`src/rtl/to_ascii_num.sv`:
```
// Streams a WIDTH-bit unsigned word out as ASCII decimal/hex characters, MSD first, one per handshake.
// Optional macro TO_ASCII_NUM_CRLF_EN appends CR LF after the last digit of every word.
module to_ascii_num #(
  parameter int WIDTH     = 16,
  parameter int RADIX     = 10,
  parameter int PAD_ZEROS = 0
) (
  input  logic             clk,
  input  logic             rst,
  input  logic [WIDTH-1:0] in_data,
  input  logic             in_valid,
  output logic             in_ready,
  output logic [7:0]       out_data,
  output logic             out_valid,
  input  logic             out_ready
);

  // Digit count of the largest WIDTH-bit value in the chosen radix.
  function automatic int calc_digits(input int w, input int r);
    longint unsigned m;
    int              n;
    if (r == 16) return (w + 3) / 4;
    m = (64'd1 << w) - 64'd1;
    n = 0;
    while (m != 0) begin
      n++;
      m = m / 64'd10;
    end
    return n;
  endfunction

  localparam int DIGITS = calc_digits(WIDTH, RADIX);
  localparam int CW     = $clog2(DIGITS + 1);
  localparam int IW     = (DIGITS > 1) ? $clog2(DIGITS) : 1;

  function automatic logic [7:0] to_char(input logic [3:0] d);
    return (d < 4'd10) ? 8'h30 + {4'h0, d} : 8'h37 + {4'h0, d};
  endfunction

  typedef enum logic [1:0] {S_IDLE, S_CONV, S_EMIT, S_TERM} state_t;

  state_t           state_q, state_d;
  logic [WIDTH-1:0] work_q, work_d;
  logic [CW-1:0]    cnt_q, cnt_d;
  logic [IW-1:0]    hi_q, hi_d;
  logic [IW-1:0]    idx_q, idx_d;
  logic [3:0]       buf_q [DIGITS];
  logic [3:0]       buf_d [DIGITS];
  logic [7:0]       data_q, data_d;
  logic             valid_q, valid_d;
`ifdef TO_ASCII_NUM_CRLF_EN
  logic             lf_q, lf_d;
`endif

  logic [3:0]       digit;
  logic [WIDTH-1:0] quot;
  logic [IW-1:0]    start_idx;
  logic [IW-1:0]    next_idx;

  assign digit     = 4'(32'(work_q) % 32'(RADIX));
  assign quot      = WIDTH'(32'(work_q) / 32'(RADIX));
  assign start_idx = (PAD_ZEROS != 0) ? IW'(DIGITS - 1) : hi_q;
  assign next_idx  = idx_q - 1'b1;

  assign in_ready  = (state_q == S_IDLE);
  assign out_data  = data_q;
  assign out_valid = valid_q;

  always_comb begin
    state_d = state_q;
    work_d  = work_q;
    cnt_d   = cnt_q;
    hi_d    = hi_q;
    idx_d   = idx_q;
    buf_d   = buf_q;
    data_d  = data_q;
    valid_d = valid_q;
`ifdef TO_ASCII_NUM_CRLF_EN
    lf_d    = lf_q;
`endif
    case (state_q)
      S_IDLE: begin
        if (in_valid) begin
          work_d  = in_data;
          cnt_d   = '0;
          hi_d    = '0;
          state_d = S_CONV;
        end
      end
      S_CONV: begin
        // One extra cycle after the last digit presents the first character from the buffer.
        if (cnt_q == CW'(DIGITS)) begin
          idx_d   = start_idx;
          data_d  = to_char(buf_q[start_idx]);
          valid_d = 1'b1;
          state_d = S_EMIT;
        end else begin
          buf_d[cnt_q[IW-1:0]] = digit;
          work_d = quot;
          if (digit != 4'd0) hi_d = cnt_q[IW-1:0];
          cnt_d = cnt_q + 1'b1;
        end
      end
      S_EMIT: begin
        if (out_ready) begin
          if (idx_q == '0) begin
`ifdef TO_ASCII_NUM_CRLF_EN
            data_d  = 8'h0D;
            lf_d    = 1'b0;
            state_d = S_TERM;
`else
            valid_d = 1'b0;
            state_d = S_IDLE;
`endif
          end else begin
            idx_d  = next_idx;
            data_d = to_char(buf_q[next_idx]);
          end
        end
      end
`ifdef TO_ASCII_NUM_CRLF_EN
      S_TERM: begin
        if (out_ready) begin
          if (!lf_q) begin
            data_d = 8'h0A;
            lf_d   = 1'b1;
          end else begin
            valid_d = 1'b0;
            state_d = S_IDLE;
          end
        end
      end
`endif
      default: state_d = S_IDLE;
    endcase
  end

  always_ff @(posedge clk or negedge rst) begin
    if (!rst) begin
      state_q <= S_IDLE;
      work_q  <= '0;
      cnt_q   <= '0;
      hi_q    <= '0;
      idx_q   <= '0;
      data_q  <= 8'h00;
      valid_q <= 1'b0;
      for (int i = 0; i < DIGITS; i++) buf_q[i] <= '0;
`ifdef TO_ASCII_NUM_CRLF_EN
      lf_q    <= 1'b0;
`endif
    end else begin
      state_q <= state_d;
      work_q  <= work_d;
      cnt_q   <= cnt_d;
      hi_q    <= hi_d;
      idx_q   <= idx_d;
      data_q  <= data_d;
      valid_q <= valid_d;
      buf_q   <= buf_d;
`ifdef TO_ASCII_NUM_CRLF_EN
      lf_q    <= lf_d;
`endif
    end
  end

endmodule

```
`config.mk`:
```
export PLATFORM = sky130hd
export DESIGN_NAME = to_ascii_num
export DESIGN_NICKNAME = d
export VERILOG_FILES = /design/src/rtl/to_ascii_num.sv
export SDC_FILE = /design/constraint.sdc
export NUM_CORES = 1
export LEC_CHECK = 0
export CORE_ASPECT_RATIO = 0.7
export CORE_MARGIN = 2
export CORE_UTILIZATION = 30
export DETAILED_ROUTE_END_ITERATION = 8
export GPL_TIMING_DRIVEN = 0
export PLACE_DENSITY = 0.53
export SETUP_SLACK_MARGIN = 0.3
export SLEW_MARGIN = 40
export SYNTH_ARGS = -nofsm -noshare
export SYNTH_HDL_FRONTEND = slang
export SYNTH_SLANG_ARGS = --single-unit
```
`constraint.sdc`:
```
create_clock -name clk -period 12 [get_ports clk]
set_input_delay 1.8 -clock clk [delete_from_list [all_inputs] [get_ports clk]]
set_output_delay 1.8 -clock clk [all_outputs]
set_load 0.02 [all_outputs]
```
-- Yosys cells after proc, flatten, opt, wreduce, memory -nomap -nowiden
Cells that the tools add are included.
- add/subtract/negate cells: 6
- divide/modulo/power cells: 2
- $lt $le $gt $ge: 6
- eq/ne operators: 10
- muxes and demuxes: 37
- bitwise logic cells: 4
- reductions and logical operators: 12
- operators by type and width (operator ; number):
    16-bit by 4-bit divider with 32-bit output (second input constant) ; 1
    16-bit by 4-bit modulo with 32-bit output (second input constant) ; 1
    16-bit 2-to-1 mux ; 2
    16-bit one-hot mux with 2 select lines ; 1
    6-bit by 4-bit adder with 7-bit output (first input constant) ; 4
    4-bit binary-select mux with 3-bit select ; 2
    8-bit 2-to-1 mux ; 3
    3-bit 2-to-1 mux ; 7
    20-bit bitwise mux ; 1
    4-bit 2-to-1 mux ; 5
    3-bit one-hot mux with 2 select lines ; 3
    8-bit one-hot mux with 2 select lines ; 1
    4-bit AND reduction ; 4
    7-bit 2-to-1 mux ; 2
    2-bit != test (second input constant) ; 7
    4-bit demux with 3-bit select ; 1
    4-bit greater-or-equal comparator (second input constant) ; 3
    3-bit NOT with 4-bit output ; 3
    4-bit < comparator (second input constant) ; 2
    2-bit 2-to-1 mux ; 4
    2-bit one-hot mux with 3 select lines ; 1
    4-bit by 1-bit < comparator with 1-bit output (second input constant) ; 1
    2-bit nonzero test ; 2
    4-bit nonzero test ; 1
    other kinds (13) ; 15
- register bits: 56
- input bits: 20
- output and inout port bits: 10

-- Logic depth before layout (Yosys ltp)
Gate-level depths: netlist of the first run.
- word-level depth: 10
- depth in mapped cells: 39
- mapped depth without buffers: 30

-- Worst setup path before layout of the first run
Ideal clock, no wire load.
- kind: register -> register
- start point: register work_q[13]
- end point: register hi_q[1]
- data arrival time: 8.664 ns
- required time: 11.878 ns
- slack: 3.214 ns
- cell stages (with the launch flop): 37
- path through: dfrtp_1 buf_4 nor2_4 inv_2 ha_1 buf_2 and4b_1 nor4_1 and2_4 o31a_2 or3_1 buf_2 a31o_1 buf_6 and4_4 buf_6 a211oi_4 nor2_2 xnor2_1 a311o_1 nor4_4 and3_1 mux2_2 nor3_2 nand4_1 a211oi_2 buf_4 nand4_1 a31oi_4 nor2_2 or4b_4 a221oi_2 a211oi_1 a2111oi_4 nor3_2 a311o_1 a32o_1
- word-level cells in the longest chain between the ends: 4
- ends and longest elaborated chain (element ; line ; text):
    from (decl) ; 43 ; logic [WIDTH-1:0] work_q, work_d;
    from (signal assigned) ; 153 ; work_q <= work_d;
    16-bit by 4-bit modulo with 32-bit output ; 60 ; assign digit = 4'(32'(work_q) % 32'(RADIX));
    4-bit nonzero test ; 100 ; if (digit != 4'd0) hi_d = cnt_q[IW-1:0];
    2-bit != test (no line) ; n/a ;
    4-bit AND reduction (no line) ; n/a ;
    to (signal assigned) ; 155 ; hi_q <= hi_d;
    to (decl) ; 45 ; logic [IW-1:0] hi_q, hi_d;
Every way passes these cells.
A chain may end at the register's enable or synchronous reset.

-- Worst setup path in the final report of the first run
- start point: register work_q[13]
- end point: register hi_q[2]
Same word-level chain as after synthesis.

==> results.md, run 1 <==
- Die area: 0.02598 sq mm
- Final Cycle Share: 0.8633
- RSZ-0062 raised after global routing: no
- Buffers on Ports: 28
- Hold Path End: out_data[4]
- CP max FO: 10
- Post-CTS Resized: 0
- Cts bufs inserted: 5
- Number of synthesized flops with an enable pin: 0
- Startpoint types: register
- Cell Area, Placed: 0.008118 sq mm
- Most frequent cells in the layout: 85 x nand2_1, 83 x nor2_1, 62 x o21ai_0
- Via/cell ratio: 5.957
- Core area: 0.02444 sq mm
- Via count: 7,947
- CTS Hold Bufs: 0
- Setup bufs post-CTS: 0
- Status: complete, no violations
- Worst r2r src: work_q[13]
- Vias in the first global route: 6,819
- Fraction of layout cells with a size suffix above 1: 0.1219
- Worst skew pair latency: 0.30 ns
- IO Count: 30
- Hold Crit Depth: 1
- Tmin final: 10.36 ns
- Slew headroom: 0.4556
- FF-to-FF End: hi_q[2]
- Register-to-Register Path Depth: 33
- Die H: 135.5 microns
- Crit. End Element: register
- Critical Path RT: 12.18 ns
- Multi-input logic area: 0.005599 sq mm
- Post-route cell area: 0.008298 sq mm
- Yosys cell types: 115
- Asr flop ratio synth: 1.000
- Fillcell total: 2,561
- #FFs+latches synth: 55
- Worst-margin pin slew: 0.8060 ns
- Crit Path Category: reg -> reg
- Worst path max stage delay: 0.56 ns
- Reg2reg setup slack: 1.64 ns
- First-pass GRT wire length: 38.71 mm
- Routed Antenna Nets: 0
- Initial core utilization: 0.3030
- Slowest cell on crit path: or4b_4
- Clock-pin slew on the worst setup and hold paths: 0.08 ns
- TNS Setup: 0 ns
- CTS tree: done
- Fmax: 0.09653 GHz
- Fin. max-slew vios: 0
- Final Net Count: 1,035
- Synth Flop Type: dfrtp_1
- Clk sinks: 55
- Mapped Cells: 971
- Pre-antenna DRT Iters: 5
- Initial antenna violation count: 0
- Post-Syn Area per Cell: 7.627 sq um
- Ant diodes: 0
- CTS max path bufs: 2
- Worst Hold Class: reg -> reg
- 1st-iter DRT viols: 855
- Post-detailed-route DRC marker count: 0
- # rows: 48
- Layout Skew: 0.01157 ns
- Post-Syn Area: 0.007406 sq mm
- Max-cap violations: 0
- Layout area overhead: 12.05%
- DP HPWL: 19.09 mm
- Yosys warns: 0
- Hold path start: out_data[4]
- Total gr overflow: 0
- CTS root buf: clkbuf_16
- Synth Net Count: 998
- Final hold vios: 0
- WL final: 24.44 mm
- Die width: 191.8 microns
- GRT Resource Usage Total: 0.1835
- Commonest non-fill, non-tap cell in the layout: nand2_1
- Clock H-tree levels: 2
- Register area: 0.001376 sq mm
- RePlAce Congestion: 0.9314
- WL per Instance: 18.32 microns
- Final setup fails: 0
- Largest net degree at the start of global routing: 43
- Sequential area share after synthesis: 0.1858
- Worst path arrival time: 10.54 ns
[synthesized netlist by cell type, types with 18 or more instances]
| cell | n | area, sq um |
|---|---|---|
| a211oi_1 | 18 | 135.1 |
| a21oi_1 | 60 | 300.3 |
| clkbuf_1 | 40 | 150.1 |
| dfrtp_1 | 55 | 1376 |
| inv_1 | 29 | 108.9 |
| mux2_2 | 19 | 214.0 |
| nand2_1 | 85 | 319.1 |
| nand3_1 | 38 | 190.2 |
| nor2_1 | 83 | 311.6 |
| nor3_1 | 28 | 140.1 |
| o21ai_0 | 62 | 310.3 |
| xnor2_1 | 24 | 210.2 |
[per-stage QoR]
step	worst slack [ns]	hold slack (ns)	instances	utilization
4_1_cts	1.685	0.4904	1333	0.3393
2_1_floorplan	3.214	0.4808	971	-
6_report	1.641	0.4848	1334	0.3395
5_1_grt	0.8159	0.5047	1334	0.3395
3_5_place_dp	1.725	0.4692	1325	0.3321
3_3_place_gp	1.698	0.4720	1324	0.3311
[critical path: cells and delay by family (launching register included)]
family | cells | cell delay (ns)
AO/OA/AOI/OAI | 14 | 4.97
AND/OR/NAND/NOR | 12 | 3.18
buffers and inverters | 4 | 0.69
multiplexers | 1 | 0.42
flip-flops | 1 | 0.39
adder cells (fa/ha/maj) | 1 | 0.30
XOR/XNOR | 1 | 0.30
[how the worst max path moves through the flow]
stage / slack, ns / cells past startpoint / endpoint / start
after global routing: 0.82 / 33 / buf_q[5] / work_q[13]
final: 1.64 / 33 / hi_q[2] / work_q[13]
after detailed placement: 1.72 / 34 / buf_q[5] / work_q[13]
after CTS: 1.68 / 33 / buf_q[10] / work_q[13]
after global placement: 1.70 / 33 / hi_q[0] / work_q[13]
after floorplan: 3.21 / 36 / hi_q[1] / work_q[13]
[registers in the layout, indices dropped and copies added, names as in the netlist]
name,count
hi_q,3
idx_q,3
state_q,2
out_data,7
buf_q,20
out_valid,1
work_q,16
cnt_q,3
[per-layer routing]
layer  vias up  global-route usage  routed length (microns)
li1       3797                   -                        -
met1      3837              0.3135                    12950
met3        10             0.01399                     1636
met4         0             0.01410                      112
met2       303              0.2493                     9739
met5         -                   0                        0
[layout make-up]
type	instances	area share
multi-input combinational	819	0.6748
sequential	55	0.1659
tap	325	0.04900
buffer	66	0.03785
timing repair buffer	30	0.03739
clock buffer	5	0.01508
inverter	31	0.01402
clock inverter	3	0.006031
[cell families after synthesis]
| family | Yosys count | synth area share |
|---|---|---|
| AOI/OAI and AO/OA | 351 | 0.3501 |
| DFF | 55 | 0.1858 |
| and+or+nand+nor | 377 | 0.2728 |
| buffers and inverters | 97 | 0.05811 |
| adders and majority gates | 11 | 0.01740 |
| muxes | 46 | 0.07620 |
| other | 1 | 0.0005064 |
| xor gates and xnor gates | 33 | 0.03903 |
Power of run 1 is left out: the tool's default activity adds up to more than one toggle a clock period on the data nets, which glitch-free logic cannot reach.
==> run 2: changes to the inputs <==
--- a/config.mk
+++ b/config.mk
@@ -12,6 +12,7 @@
 export GPL_TIMING_DRIVEN = 0
 export PLACE_DENSITY = 0.53
 export SETUP_SLACK_MARGIN = 0.3
+export SKIP_CTS_REPAIR_TIMING = 1
 export SLEW_MARGIN = 40
 export SYNTH_ARGS = -nofsm -noshare
 export SYNTH_HDL_FRONTEND = slang
==> results of run 2 <==
Final layout, timing and power as in run 1 (identical DEF).
Power of run 2 is left out for the same reason.
